==> src/rtl/aes_key_schedule_ctrl_pkg.sv <==
// aes_key_schedule_ctrl_pkg: shared AES-128 key-schedule types, constants and byte helpers.
// Contents:
//   AES_NR      number of rounds (10), so the bank holds AES_NR+1 round keys
//   rk_t        128-bit round key
//   rk_idx_t    4-bit round-key index / round-constant counter
//   ks_state_e  key-schedule FSM state encoding
//   RCON_TAB    round constants for rc 0..9
//   SBOX_TAB    forward AES S-box, entry 0 in the most significant byte
package aes_key_schedule_ctrl_pkg;

    localparam int AES_NR = 10;

    typedef logic [127:0] rk_t;
    typedef logic [3:0]   rk_idx_t;

    typedef enum logic [1:0] {
        KS_IDLE = 2'd0,
        KS_WAIT = 2'd1,
        KS_CAPT = 2'd2
    } ks_state_e;

    localparam logic [79:0] RCON_TAB = 80'h01_02_04_08_10_20_40_80_1b_36;

    localparam logic [2047:0] SBOX_TAB = {
        128'h637c777bf26b6fc53001672bfed7ab76,
        128'hca82c97dfa5947f0add4a2af9ca472c0,
        128'hb7fd9326363ff7cc34a5e5f171d83115,
        128'h04c723c31896059a071280e2eb27b275,
        128'h09832c1a1b6e5aa0523bd6b329e32f84,
        128'h53d100ed20fcb15b6acbbe394a4c58cf,
        128'hd0efaafb434d338545f9027f503c9fa8,
        128'h51a3408f929d38f5bcb6da2110fff3d2,
        128'hcd0c13ec5f974417c4a77e3d645d1973,
        128'h60814fdc222a908846eeb814de5e0bdb,
        128'he0323a0a4906245cc2d3ac629195e479,
        128'he7c8376d8dd54ea96c56f4ea657aae08,
        128'hba78252e1ca6b4c6e8dd741f4bbd8b8a,
        128'h703eb5664803f60e613557b986c11d9e,
        128'he1f8981169d98e949b1e87e9ce5528df,
        128'h8ca1890dbfe6426841992d0fb054bb16
    };

    function automatic logic [7:0] sbox(input logic [7:0] x);
        return SBOX_TAB[2047 - 8 * int'(x) -: 8];
    endfunction

    // Indices above 9 fall back to zero; the sequencer never produces them.
    function automatic logic [7:0] rcon(input rk_idx_t rc);
        return (rc < 4'd10) ? RCON_TAB[79 - 8 * int'(rc) -: 8] : 8'h00;
    endfunction

endpackage

==> src/rtl/aes_key_schedule_ctrl_if.sv <==
// aes_key_schedule_ctrl_if: request / status / read-port bundle of the key-schedule sequencer.
// Signals:
//   start      request a new expansion (sampled only while idle)
//   key_in     128-bit cipher key, sampled with an accepted start
//   busy       expansion in progress
//   done       one-cycle pulse when the last round key is written
//   key_valid  bank holds a complete schedule
//   rk_addr    round-key read index 0..10
//   rk_data    registered read data for rk_addr
// Modports: master drives requests and reads (round engines, bench), slave is the sequencer.
interface aes_key_schedule_ctrl_if;
    import aes_key_schedule_ctrl_pkg::*;

    logic    start;
    rk_t     key_in;
    logic    busy;
    logic    done;
    logic    key_valid;
    rk_idx_t rk_addr;
    rk_t     rk_data;

    modport master (
        output start, key_in, rk_addr,
        input  busy, done, key_valid, rk_data
    );

    modport slave (
        input  start, key_in, rk_addr,
        output busy, done, key_valid, rk_data
    );

endinterface

==> src/rtl/aes_key_schedule_ctrl_keygen.sv <==
// KeyGeneration: one AES-128 key-expansion round with a SBOX_LAT-deep registered S-box path.
// Ports:
//   clk, rst_n  clock and asynchronous active-low reset of the S-box pipeline
//   key         previous round key; must stay stable for SBOX_LAT cycles before keyout is used
//   rc          round-constant index 0..9
//   keyout      next round key
module KeyGeneration
    import aes_key_schedule_ctrl_pkg::*;
#(
    parameter int SBOX_LAT = 1
) (
    input  logic    clk,
    input  logic    rst_n,
    input  rk_t     key,
    input  rk_idx_t rc,
    output rk_t     keyout
);

    logic [31:0] rot;
    logic [31:0] sub_c;
    logic [31:0] sub;
    logic [31:0] t;
    logic [31:0] w0;
    logic [31:0] w1;
    logic [31:0] w2;
    logic [31:0] w3;

    assign rot   = {key[23:0], key[31:24]};
    assign sub_c = {sbox(rot[31:24]), sbox(rot[23:16]), sbox(rot[15:8]), sbox(rot[7:0])};

    generate
        if (SBOX_LAT == 0) begin : g_comb
            assign sub = sub_c;
        end else begin : g_pipe
            logic [31:0] pipe [SBOX_LAT];
            always_ff @(posedge clk or negedge rst_n) begin
                if (!rst_n) begin
                    for (int i = 0; i < SBOX_LAT; i++) pipe[i] <= '0;
                end else begin
                    pipe[0] <= sub_c;
                    for (int i = 1; i < SBOX_LAT; i++) pipe[i] <= pipe[i-1];
                end
            end
            assign sub = pipe[SBOX_LAT-1];
        end
    endgenerate

    // rc is held stable alongside key, so the round constant can stay combinational.
    assign t      = sub ^ {rcon(rc), 24'h000000};
    assign w0     = key[127:96] ^ t;
    assign w1     = key[95:64] ^ w0;
    assign w2     = key[63:32] ^ w1;
    assign w3     = key[31:0] ^ w2;
    assign keyout = {w0, w1, w2, w3};

endmodule

==> src/rtl/aes_key_schedule_ctrl.sv <==
// aes_key_schedule_ctrl: sequences the AES-128 key expansion and keeps all eleven round keys readable by index.
// Ports:
//   clk    system clock, rising edge
//   rst_n  asynchronous active-low reset; clears FSM, status and the whole key bank
//   bus    slave side of aes_key_schedule_ctrl_if (start/key_in request, busy/done/key_valid
//          status, rk_addr -> rk_data registered read with 1-cycle latency, 0 beyond index 10)
// Parameter:
//   SBOX_LAT  registered S-box latency of KeyGeneration, 0..3; each round costs SBOX_LAT+1 cycles
module aes_key_schedule_ctrl
    import aes_key_schedule_ctrl_pkg::*;
#(
    parameter int SBOX_LAT = 1
) (
    input logic                    clk,
    input logic                    rst_n,
    aes_key_schedule_ctrl_if.slave bus
);

    localparam logic [1:0] IDLE = KS_IDLE;
    localparam logic [1:0] WAIT = KS_WAIT;
    localparam logic [1:0] CAPT = KS_CAPT;
    // With a combinational S-box there is nothing to wait for, so rounds chain CAPT to CAPT.
    localparam logic [1:0] NXT   = (SBOX_LAT == 0) ? CAPT : WAIT;
    localparam logic [1:0] WLAST = (SBOX_LAT == 0) ? 2'd0 : 2'(SBOX_LAT - 1);

    logic [1:0] state;
    logic [1:0] wcnt;
    rk_t        cur;
    rk_idx_t    rc;
    rk_t        keyout;
    rk_t        rk [AES_NR+1];
    logic       busy;
    logic       done;
    logic       key_valid;
    rk_t        rk_data;

    KeyGeneration #(.SBOX_LAT(SBOX_LAT)) u_keygen (
        .clk    (clk),
        .rst_n  (rst_n),
        .key    (cur),
        .rc     (rc),
        .keyout (keyout)
    );

    // cur and rc are only written in IDLE (accept) and CAPT, never in WAIT,
    // so the S-box pipeline sees a stable operand for the whole wait interval.
    always_ff @(posedge clk or negedge rst_n) begin
        if (!rst_n) begin
            state     <= IDLE;
            wcnt      <= '0;
            cur       <= '0;
            rc        <= '0;
            busy      <= 1'b0;
            done      <= 1'b0;
            key_valid <= 1'b0;
            rk_data   <= '0;
            for (int i = 0; i <= AES_NR; i++) rk[i] <= '0;
        end else begin
            done    <= 1'b0;
            rk_data <= (bus.rk_addr <= rk_idx_t'(AES_NR)) ? rk[bus.rk_addr] : '0;
            case (state)
                IDLE: begin
                    if (bus.start) begin
                        rk[0]     <= bus.key_in;
                        cur       <= bus.key_in;
                        rc        <= '0;
                        wcnt      <= '0;
                        busy      <= 1'b1;
                        key_valid <= 1'b0;
                        state     <= NXT;
                    end
                end
                WAIT: begin
                    if (wcnt == WLAST) begin
                        wcnt  <= '0;
                        state <= CAPT;
                    end else begin
                        wcnt <= wcnt + 2'd1;
                    end
                end
                CAPT: begin
                    rk[rk_idx_t'(rc + 4'd1)] <= keyout;
                    cur                      <= keyout;
                    if (rc == rk_idx_t'(AES_NR - 1)) begin
                        done      <= 1'b1;
                        busy      <= 1'b0;
                        key_valid <= 1'b1;
                        state     <= IDLE;
                    end else begin
                        rc    <= rc + 4'd1;
                        state <= NXT;
                    end
                end
                default: state <= IDLE;
            endcase
        end
    end

    assign bus.busy      = busy;
    assign bus.done      = done;
    assign bus.key_valid = key_valid;
    assign bus.rk_data   = rk_data;

endmodule

==> src/flat_wrapper.sv <==
// flat-port wrapper written by rule: the top's interface ports become plain ports
module aes_key_schedule_ctrl_flat import aes_key_schedule_ctrl_pkg::*;
#(
    parameter int SBOX_LAT = 1
)
  (clk, rst_n, bus_start, bus_key_in, bus_rk_addr, bus_busy, bus_done, bus_key_valid, bus_rk_data);
  aes_key_schedule_ctrl_if bus_i ();
  input logic clk;
  input logic rst_n;
  input wire logic [$bits(bus_i.start)-1:0] bus_start;
  input wire logic [$bits(bus_i.key_in)-1:0] bus_key_in;
  input wire logic [$bits(bus_i.rk_addr)-1:0] bus_rk_addr;
  output wire logic [$bits(bus_i.busy)-1:0] bus_busy;
  output wire logic [$bits(bus_i.done)-1:0] bus_done;
  output wire logic [$bits(bus_i.key_valid)-1:0] bus_key_valid;
  output wire logic [$bits(bus_i.rk_data)-1:0] bus_rk_data;
  assign bus_i.start = bus_start;
  assign bus_i.key_in = bus_key_in;
  assign bus_i.rk_addr = bus_rk_addr;
  assign bus_busy = bus_i.busy;
  assign bus_done = bus_i.done;
  assign bus_key_valid = bus_i.key_valid;
  assign bus_rk_data = bus_i.rk_data;
  aes_key_schedule_ctrl #(.SBOX_LAT(SBOX_LAT)) u_core (.clk(clk), .rst_n(rst_n), .bus(bus_i));
endmodule
==> config.mk <==
export PLATFORM = sky130hd
export DESIGN_NAME = aes_key_schedule_ctrl_flat
export DESIGN_NICKNAME = d
export VERILOG_FILES = /design/src/rtl/aes_key_schedule_ctrl_pkg.sv /design/src/rtl/aes_key_schedule_ctrl_if.sv /design/src/rtl/aes_key_schedule_ctrl_keygen.sv /design/src/rtl/aes_key_schedule_ctrl.sv /design/src/flat_wrapper.sv
export SDC_FILE = /design/constraint.sdc
export NUM_CORES = 2
export LEC_CHECK = 0
export BUFFER_PORTS_ARGS = -buffer_cell sky130_fd_sc_hd__buf_2
export CAP_MARGIN = 15
export CORE_MARGIN = 10
export CORE_UTILIZATION = 35
export CTS_CLUSTER_DIAMETER = 120
export CTS_CLUSTER_SIZE = 8
export DETAILED_ROUTE_END_ITERATION = 10
export PLACE_DENSITY = 0.54
export SYNTH_ARGS = -nofsm -noshare
export SYNTH_HDL_FRONTEND = slang
export SYNTH_SLANG_ARGS = --single-unit
==> constraint.sdc <==
create_clock -name clk -period 8.33 [get_ports clk]
set_input_delay 1.666 -clock clk [delete_from_list [all_inputs] [get_ports clk]]
set_output_delay 1.666 -clock clk [all_outputs]
set_load 0.03 [all_outputs]
==> impl_metrics.toml <==
[global_route]
grt_start_max_net_pins = 180
number_of_global_route_vias_before_repair = 70100
grt_util_all_layers = 0.248
grt_overflow_total = 0
grt_first_pass_wirelength_mm = 500
antenna_found_initial = 22

[synth]
ys_dominant_reg_cell = "dfrtp_1"
ys_top_cells_by_area = "dfrtp_1 (49%), o21ai_0 (8.7%), mux4_2 (7.6%)"
post-synth-top-count-cell = "dfrtp_1"
synth_seq_area_share = 0.493
yosysTopAreaCellShare = 0.493
synthesis.yosys.warnings = 0
ys_ff_latch = 1707
synth.cells.most_frequent = "dfrtp_1 (1707), nand2_1 (1530), o21ai_0 (1503)"
mappedNetlistNets = 9176
post-synth-top-area-cell = "dfrtp_1"
edff_count_synth = 0
area_of_the_mapped_netlist_um2 = 86600
syn_area_per_cell_um2 = 9.65
synth_cells = 8976
async_reset_ff_frac = 1.00
synth_cell_type_count = 91

[clock_tree]
clockRootBuffer = "clkbuf_16"
cts_made_buffers = 233
cts_hold_repair.buffers = 0
h-tree-depth = 4
numClockSinks = 1707
worst_skew_pair.late_latency_ns = 0.87
post_cts_buffers = 0
clkTransAtPathRegs_ns = 0.05
cts-resized-gates = 0
cts_buffer_depth = 3
tritoncts = "built"

[min_path]
holdPathEnd = "u_core.rk[486]"
worst_hold_path_stage_count = 2
holdCritPathClass = "register to register"
hold_path_start = "u_core.rk[486]"

[placed_design]
gpl.final_weighted_congestion = 0.921
numPortBuffers = 265
dpl.hpwl_mm = 215
place_ws_ns = 2.89

[run_status]
run_status = "complete, no violations"

[route]
totalWireLength_mm = 340
wire_per_inst_um = 28.1
drtAntennaViolNets = 0
viasPerCell = 5.84
dr.pass1.iters = 6
drt_first_iter_violations = 7312
vias_post_dr = 70500
drc = 0

[critical_path]
start_kind = "input port"
cp_cell_sequence = "buf_8 > nor2b_4 > buf_4 > buf_4 > a21oi_1 > o22ai_1"
worstPathArrival_ns = 5.39
crit_path_end_kind = "register"
worst_path_max_delay_cell = "buf_4"
worst-path-stages = 6
worst_r2r_startpoint = "u_core.rc[1]"
cp.buffers_inverters = 3
crit_path_max_fanout = 56
crit_required_ns = 9.09
max_stage_delay_ns = 0.99
rrSetupSlack_ns = 3.91
critical_path.most_common_cell = "buf_4"
timing.critical_path.max_delay_family = "buffers and inverters"
r2r-end = "u_core.rk[1178]"
r2r.worst_path.cells = 9
worst-setup-path-type = "input port to register"

[final_layout]
nNetsFinal = 8930
drive_gt1_frac = 0.129
fillers = 24200
syn_to_final_growth_pct = 11.8

[timing]
finalSetupTns_ns = 0
report.final.setup_viol = 0
achievable-frequency_mhz = 216
max_slew_margin = 0.144
period_minus_slack_ns = 4.63
fin_crit_sh = 0.555
worst_slack_ns = 3.70
setup_repair_after_global_routing_missed_its_margin = "false"
timing_max_transition_violations_final = 0
final-hold-violation-count = 0
max_slew.worst_pin.slew_ns = 1.28
fin_worst_skew_ns = 0.0332

[die]
design.core.area_um2 = 246000
initial_core_util = 0.352
chip_height_um = 517
core.rowCount = 182
die-width_um = 517
die_area_um2 = 268000
pin_count = 266

[pwr]
max-vdd-ir-drop_uv = 306
power.static_leakage_uw = 0.0422
power.density_nw_per_um2 = 492

[job]
drv_cap = 0
report_power, final:
part,internal [uW],switching (uW)
Clock,5010,3560
Sequential,11500,2370
Combinational,7750,17400
Total,24300,23300
per-layer routing:
layer	routed length (um)	part of all wire	track usage	up-vias
li1	-	-	-	31300
met1	149000	0.44	0.345	35800
met2	152000	0.45	0.379	2766
met3	22100	0.065	0.0420	599
met4	16700	0.049	0.111	6
met5	45	0.00013	0	-
per-stage QoR:
step	hold WS, ns	cell area, um^2	util	std cells	total power, uW
finish	0.472	96800	0.393	12100	47600
CTS	0.476	96800	0.393	12100	47400
floorplan	0.444	86600	-	8976	28500
global route	0.483	96800	0.393	12100	50200
detailed placement	0.465	90500	0.368	11800	38700
global placement	0.456	90500	0.368	11800	38400
flip-flops by register name, summed over array words and instances (netlist names):
name                         flops
u_core.state                     2
u_core.rc                        4
u_core.bus.done                  1
u_core.wcnt                      2
u_core.bus.busy                  1
u_core.u_keygen.g_pipe.pipe     32
u_core.rk                     1408
u_core.cur                     128
u_core.bus.rk_data             128
u_core.bus.key_valid             1
worst reg2reg max path, cell delays in order (launching register included):
cell and delay [ns]:
dfrtp_1 0.66, ha_1 0.25, a21boi_0 0.15, or2_1 0.38
nor2b_1 0.48, nand3_4 0.61, buf_4 0.64, buf_12 0.34
nand2_1 0.63, o21ai_0 0.11
worst max path at each step:
| stage | startpoint | slack [ns] | endpoint |
|---|---|---|---|
| 2_1_floorplan | bus_rk_addr[0] | 4.81 | u_core.bus.rk_data[107] |
| 3_3_place_gp | bus_rk_addr[0] | 2.92 | u_core.bus.rk_data[67] |
| 3_5_place_dp | bus_rk_addr[0] | 2.89 | u_core.bus.rk_data[61] |
| 4_1_cts | bus_rk_addr[0] | 3.84 | u_core.bus.rk_data[59] |
| 5_1_grt | u_core.rc[1] | 3.67 | u_core.rk[1194] |
| 6_report | bus_rk_addr[0] | 3.70 | u_core.bus.rk_data[59] |
layout by cell type (no fill, tap or decap), types with 38 or more instances in the layout:
master     netlist  routed
buf_4            3     185
nand2b_1        98      97
nor2_1         408     407
ha_1            65      65
xnor2_1        124     105
mux4_2         292     292
clkbuf_16        0     236
o311ai_0        41      41
a311oi_1        45      45
a22oi_1         38      38
a21o_1          94      94
a21oi_1        477     477
o22ai_1        176     176
a31oi_1         85      85
nand3_1         87      81
a211oi_1        83      83
nor3_1         109     109
o211ai_1        52      52
o21ai_0       1503    1503
nand2_1       1530    1529
xor2_1          39      39
nor2b_1         79      76
buf_2           59     260
mux2i_1        279     279
dfrtp_1       1707    1689
o21ai_1         39      39
a22o_1          57      57
layout make-up:
class                      instances  area (um^2)  share of cell area
sequential                      1707        42800               0.442
clock buffer                     249         5950              0.0615
tap                             3312         4140              0.0428
clock inverter                    16          258             0.00266
multi-input combinational       6269        40300               0.416
timing repair buffer             474         3230              0.0334
antenna                           12         30.0            0.000310
inverter                          45          169             0.00175
cell families after synthesis:
kind of cell | Yosys count | synth area share
simple gates | 2460 | 0.120
mux | 580 | 0.109
flops | 1707 | 0.493
fa+ha+maj | 65 | 0.00939
buf+inv | 1000 | 0.0451
compound gates | 2987 | 0.204
xor+xnor | 177 | 0.0197
Note: power is estimated with default switching activity, not from simulation.
